File: src/rtl/ssd_pkg.sv
// Shared definitions for the seven-segment display driver:
// active-low segment patterns, the segment decoder and the converter FSM states.
package ssd_pkg;

    // Segment order is {g,f,e,d,c,b,a}; a 0 lights the segment.
    localparam logic [6:0] SEG_0    = 7'b1000000;
    localparam logic [6:0] SEG_1    = 7'b1111001;
    localparam logic [6:0] SEG_2    = 7'b0100100;
    localparam logic [6:0] SEG_3    = 7'b0110000;
    localparam logic [6:0] SEG_4    = 7'b0011001;
    localparam logic [6:0] SEG_5    = 7'b0010010;
    localparam logic [6:0] SEG_6    = 7'b0000010;
    localparam logic [6:0] SEG_7    = 7'b1111000;
    localparam logic [6:0] SEG_8    = 7'b0000000;
    localparam logic [6:0] SEG_9    = 7'b0010000;
    localparam logic [6:0] SEG_DASH = 7'b0111111;
    localparam logic [6:0] SEG_OFF  = 7'b1111111;

    typedef enum logic {
        IDLE    = 1'b0,
        CONVERT = 1'b1
    } convState_t;

    function automatic logic [6:0] seg_decode(input logic [3:0] nibble);
        logic [6:0] seg;
        case (nibble)
            4'd0:    seg = SEG_0;
            4'd1:    seg = SEG_1;
            4'd2:    seg = SEG_2;
            4'd3:    seg = SEG_3;
            4'd4:    seg = SEG_4;
            4'd5:    seg = SEG_5;
            4'd6:    seg = SEG_6;
            4'd7:    seg = SEG_7;
            4'd8:    seg = SEG_8;
            4'd9:    seg = SEG_9;
            default: seg = SEG_DASH;
        endcase
        return seg;
    endfunction

endpackage

File: src/rtl/bin2bcd_seq.sv
// Sequential double-dabble converter: one add-3/shift iteration per clock,
// result published to bcd only once all WIDTH iterations have finished.
module bin2bcd_seq
    import ssd_pkg::*;
#(
    parameter int WIDTH = 13
) (
    input  logic             clk,
    input  logic             rst,
    input  logic             start,
    input  logic [WIDTH-1:0] bin,
    output logic             busy,
    output logic [15:0]      bcd
);

    localparam int SRW = WIDTH + 16;
    localparam int CW  = $clog2(WIDTH + 1);
    localparam logic [CW-1:0] LAST_ITER = CW'(WIDTH - 1);

    convState_t     state;
    logic [SRW-1:0] shiftReg;
    logic [SRW-1:0] stepReg;
    logic [CW-1:0]  iterCnt;

    // One iteration: correct every BCD nibble that would overflow past 9, then shift.
    always_comb begin
        stepReg = shiftReg;
        for (int k = 0; k < 4; k++) begin
            if (stepReg[WIDTH + 4*k +: 4] >= 4'd5)
                stepReg[WIDTH + 4*k +: 4] = stepReg[WIDTH + 4*k +: 4] + 4'd3;
        end
        stepReg = stepReg << 1;
    end

    always_ff @(posedge clk) begin
        if (!rst) begin
            state    <= IDLE;
            busy     <= 1'b0;
            bcd      <= '0;
            shiftReg <= '0;
            iterCnt  <= '0;
        end else begin
            case (state)
                IDLE: begin
                    if (start) begin
                        shiftReg <= {16'h0000, bin};
                        iterCnt  <= '0;
                        busy     <= 1'b1;
                        state    <= CONVERT;
                    end
                end
                CONVERT: begin
                    shiftReg <= stepReg;
                    iterCnt  <= iterCnt + CW'(1);
                    if (iterCnt == LAST_ITER) begin
                        bcd   <= stepReg[SRW-1:WIDTH];
                        busy  <= 1'b0;
                        state <= IDLE;
                    end
                end
                default: state <= IDLE;
            endcase
        end
    end

endmodule

File: src/rtl/ssd_driver.sv
// Four-digit multiplexed seven-segment driver: converts the debug value to BCD
// on change and scans the digits with optional leading-zero blanking.
module ssd_driver
    import ssd_pkg::*;
#(
    parameter int WIDTH       = 13,
    parameter int REFRESH_DIV = 50000,
    parameter bit LZB         = 1'b1
) (
    input  logic             clk,
    input  logic             rst,
    input  logic [WIDTH-1:0] value,
    output logic [3:0]       anode,
    output logic [6:0]       cathode,
    output logic             dp,
    output logic [15:0]      bcd,
    output logic             busy
);

    localparam logic [15:0] REFRESH_LAST = 16'(REFRESH_DIV - 1);

    logic [WIDTH-1:0] shadow;
    logic             start;
    logic [15:0]      refreshCnt;
    logic [1:0]       digitIdx;
    logic [3:0]       nibble;
    logic             blank;

    assign dp = 1'b1;

    // busy low means the converter is idle, so a changed value can be taken now.
    assign start = !busy && (value != shadow);

    bin2bcd_seq #(
        .WIDTH(WIDTH)
    ) uConv (
        .clk  (clk),
        .rst  (rst),
        .start(start),
        .bin  (value),
        .busy (busy),
        .bcd  (bcd)
    );

    always_comb begin
        nibble = bcd[3:0];
        blank  = 1'b0;
        case (digitIdx)
            2'd1: begin
                nibble = bcd[7:4];
                blank  = (bcd[15:4] == 12'h000);
            end
            2'd2: begin
                nibble = bcd[11:8];
                blank  = (bcd[15:8] == 8'h00);
            end
            2'd3: begin
                nibble = bcd[15:12];
                blank  = (bcd[15:12] == 4'h0);
            end
            default: ;
        endcase
        if (!LZB)
            blank = 1'b0;
    end

    // Scan counter and registered pin drivers share one block so they stay in lockstep.
    always_ff @(posedge clk) begin
        if (!rst) begin
            shadow     <= '0;
            refreshCnt <= '0;
            digitIdx   <= '0;
            anode      <= 4'b1111;
            cathode    <= SEG_OFF;
        end else begin
            if (start)
                shadow <= value;
            if (refreshCnt == REFRESH_LAST) begin
                refreshCnt <= '0;
                digitIdx   <= digitIdx + 2'd1;
            end else begin
                refreshCnt <= refreshCnt + 16'd1;
            end
            if (blank) begin
                anode   <= 4'b1111;
                cathode <= SEG_OFF;
            end else begin
                anode   <= ~(4'b0001 << digitIdx);
                cathode <= seg_decode(nibble);
            end
        end
    end

endmodule

File: config.mk
export PLATFORM = sky130hd
export DESIGN_NAME = ssd_driver
export DESIGN_NICKNAME = d
export VERILOG_FILES = /design/src/rtl/ssd_pkg.sv /design/src/rtl/bin2bcd_seq.sv /design/src/rtl/ssd_driver.sv
export SDC_FILE = /design/constraint.sdc
export NUM_CORES = 1
export LEC_CHECK = 0
export BUFFER_PORTS_ARGS = -buffer_cell sky130_fd_sc_hd__buf_2
export CORE_MARGIN = 2
export CORE_UTILIZATION = 30
export CTS_CLUSTER_DIAMETER = 80
export DETAILED_ROUTE_END_ITERATION = 16
export PLACE_DENSITY = 0.45
export SKIP_LAST_GASP = 1
export SYNTH_ARGS = -nofsm -noshare
export SYNTH_HDL_FRONTEND = slang
export SYNTH_SLANG_ARGS = --single-unit
File: constraint.sdc
create_clock -name clk -period 4 [get_ports clk]
set_input_delay 0.6 -clock clk [delete_from_list [all_inputs] [get_ports clk]]
set_output_delay 0.6 -clock clk [all_outputs]
set_load 0.03 [all_outputs]
==> run_results.csv <==
group,metric,value,unit
route,via_per_inst,4.87,
route,drc,0,
clock_network,cts_root_buf,"clkbuf_16",
sta,skew,0.00495,ns
logic_synthesis,synth_top_family_by_area,"compound AO/OA/AOI/OAI gates",
placement,dp_hpwl,6890,um
global_routing,grt_pass1_vias,3251,
critical_path,worst_path_largest_cell_delay,0.83,ns
sta,tightest_slew,1.04,ns
logic_synthesis,yosys_warnings,0,
route,first_pass_iters,4,
critical_path,worstPathRequired,4.26,ns
clock_network,ctsResizeCount,0,
critical_path,cp_num_buf_inv,2,
sta,max_slew_margin,30.9,%
logic_synthesis,async_flop_share,0,%
cells_and_area,diodes,0,
critical_path,rr_worst_depth,7,
global_routing,grt_pass1_wl,16500,um
critical_path,cpMostUsedCell,"nand2_1",
clock_network,post_cts_buffers,0,
logic_synthesis,synthXorXnorAreaFrac,6.37,%
pwr,peakVddDrop,0.192,mV
logic_synthesis,syn_nets,536,
cells_and_area,nFillCells,1483,
sta,min_period,2.38,ns
route,routed_wirelength,9920,um
placement,port_buffers,42,
critical_path,cpMaxStageDelayCell,"o41ai_4",
cells_and_area,synthToLayoutAreaGrowth,14.4,%
logic_synthesis,muxShareOfSynthArea,2.14,%
clock_network,cts_tree,"built",
route,ant_nets,0,
critical_path,crit_path_start,"value[2]",
placement,pre_cts_slack,1.25,ns
critical_path,crit_path_end_kind,"flop",
clock_network,numCtsBuffers,9,
global_routing,grt_overflow,0,
global_routing,grtUsageTotal,14.0,%
clock_network,clk_pin_slew_worst_paths,0.06,ns
logic_synthesis,syn_area,4260,um^2
cells_and_area,multi_input_area,2190,um^2
floorplanning,die_h,123,um
logic_synthesis,synth_fa_ha_area_share,5.58,%
sta,finalSetupTns,0,ns
logic_synthesis,yosys.area.top_type_share,43.7,%
logic_synthesis,yosysTopAreaCell,"dfxtp_1",
cells_and_area,final_layout_size_suffix_gt1_share,12.4,%
critical_path,worstPathArrival,2.64,ns
worst_hold_path,hold_class,"reg -> reg",
floorplanning,start_util,30.7,%
critical_path,path_max_fanout,18,
clock_network,htreeDepth,3,
logic_synthesis,synth_compound_area_share,18.6,%
pwr,switchingPower,0.466,mW
sta,fmaxAchievable,420,MHz
logic_synthesis,synthSimpleGateAreaFrac,18.5,%
floorplanning,die_w,123,um
cells_and_area,finalNetCount,569,
pwr,clkPwrFrac,40.3,%
global_routing,grt_max_degree,43,
critical_path,r2r-start,"shadow[2]$_SDFFE_PN0P_",
critical_path,crit_end,"uConv.shiftReg[0]$_SDFFE_PN0P_",
critical_path,crit_family,"compound AO/OA/AOI/OAI gates",
run,cap_violations,0,
sta,final_max_slew_viol_count,0,
pwr,cellLeakagePower,1.90,nW
route,wl_per_cell,13.8,um
critical_path,ff2ff_setup_slack,1.65,ns
route,vias,3498,
logic_synthesis,synth_area_leaders,"dfxtp_1 (44%), nand2_1 (7.6%), a21oi_1 (6.6%), ha_1 (5.6%), o21ai_0 (3.8%)",
route,drtIter0Drc,221,
logic_synthesis,synth_most_common_cell,"dfxtp_1",
pwr,switching_share,24.4,%
logic_synthesis,synth_edf_count,0,
critical_path,crit_chain,"buf_2 > xor2_1 > nor4_1 > nand2_1 > o41ai_4 > buf_12 > nand2_1 > a211oi_1",
logic_synthesis,synth_cells,502,
worst_hold_path,min_from,"shadow[1]$_SDFFE_PN0P_",
sta,setup_viol,0,
floorplanning,ios,44,
pwr,cell_internal_pwr,1.44,mW
pwr,power,1.91,mW
placement,routabilityCongestion,0.788,
pwr,powerDensity,392,nW/um^2
logic_synthesis,ys_types,47,
pwr,pwr-share-seq,51.2,%
clock_network,holdBufCountCts,0,
placement,placed_cells,704,
clock_network,clk_path_buf_depth,2,
floorplanning,rows,43,
floorplanning,core_area,13900,um^2
global_routing,antenna_found_initial,0,
critical_path,critical_path_class,"in -> reg",
logic_synthesis,ys_seq_area_share,43.7,%
clock_network,clk_latency,0.34,ns
logic_synthesis,synth_flop_cell,"dfxtp_1",
pwr,combPwrFrac,8.5,%
logic_synthesis,synth_commonest_cells,"dfxtp_1 (93), nand2_1 (86), a21oi_1 (56), nor2_1 (35), o21ai_0 (32)",
logic_synthesis,ys_ff_latch,93,
clock_network,clock-sinks,93,
cells_and_area,final_cells,719,
cells_and_area,regArea,1860,um^2
sta,rsz0062_at_grt,"false",
critical_path,cp.depth,8,
critical_path,r2r-end,"uConv.shiftReg[0]$_SDFFE_PN0P_",
sta,finalCritPeriodShare,59.5,%
floorplanning,die_area,15200,um^2
logic_synthesis,syn_area_per_cell,8.49,um^2
critical_path,critPathLaunchType,"input pin",
sta,setup_ws,1.62,ns
sta,hold_violations,0,
outcome,outcome,"complete, no violations",
-- cells in the final DEF, fill, tap and decap left out, drive strengths merged, types with 13 or more instances in the layout --
cell / synthesis / final
xor2: 16 / 16
nand3: 16 / 16
buf: 13 / 46
dfxtp: 93 / 93
clkbuf: 11 / 13
a21oi: 56 / 56
nand2: 86 / 86
nor2: 35 / 35
inv: 24 / 24
o21ai: 32 / 32
xnor2: 15 / 15
ha: 19 / 19
-- area by class of cell --
cell class | count | share of cell area (%)
Sequential cell | 93 | 38.2
Clock buffer | 13 | 5.13
Inverter | 24 | 1.85
Tap cell | 180 | 4.62
Clock inverter | 2 | 0.205
Timing Repair Buffer | 46 | 5.18
Multi-Input combinational cell | 361 | 44.8
-- stage by stage --
stage | hold WS, ns | util (%) | cell area [um^2]
4_1_cts | 0.471 | 35.1 | 4880
5_1_grt | 0.485 | 35.1 | 4880
6_report | 0.469 | 35.1 | 4880
2_1_floorplan | 0.430 | - | 4260
3_5_place_dp | 0.456 | 33.3 | 4620
3_3_place_gp | 0.445 | 33.3 | 4620
-- kinds of logic (layout without fill, tap and decap cells) --
kind of cell,after synthesis,after routing
fa+ha+maj,19,19
other cells,1,1
flops,93,93
mux,9,9
compound gates,124,124
buf+inv,48,85
simple gates,177,177
xor+xnor,31,31
-- sequential cells by signal, summed over array words and instances, names as in the netlist --
register and count:
uConv.shiftReg 29, refreshCnt 16, uConv.bcd 16, shadow 13, cathode 7, anode 4, uConv.iterCnt 4, digitIdx 2
uConv.busy 1, uConv.state 1
-- metal layers --
layer / GRT usage, % / routed length, um / up-vias
li1: - / - / 1801
met1: 17.9 / 4700 / 1630
met2: 22.2 / 4560 / 54
met3: 3.97 / 465 / 13
met4: 5.40 / 195 / 0
met5: 0 / 0 / -
-- power by group through the flow --
stage / sequential [mW] / combinational (mW) / clock [mW]
after floorplan: 1.00 / 0.115 / 0
after global placement: 0.998 / 0.165 / 0
after detailed placement: 0.999 / 0.167 / 0
after CTS: 0.978 / 0.168 / 0.807
after global routing: 0.982 / 0.183 / 0.843
final: 0.978 / 0.163 / 0.769
-- worst min path at each step --
stage / end / depth (start not counted)
after floorplan: refreshCnt[0]$_SDFF_PP0_ / 1
after global placement: refreshCnt[0]$_SDFF_PP0_ / 1
after detailed placement: refreshCnt[0]$_SDFF_PP0_ / 1
after CTS: shadow[1]$_SDFFE_PN0P_ / 2
after global routing: shadow[4]$_SDFFE_PN0P_ / 2
final: shadow[1]$_SDFFE_PN0P_ / 2
-- worst reg2reg max path, cell delays in order, from the launching register on --
cell and delay [ns]:
dfxtp_1 0.32, xor2_1 0.16, nor4_1 0.28, nand2_1 0.17, o41ai_4 0.83, buf_12 0.24
nand2_1 0.07, a211oi_1 0.22
Power figures use the tool's default switching activity.
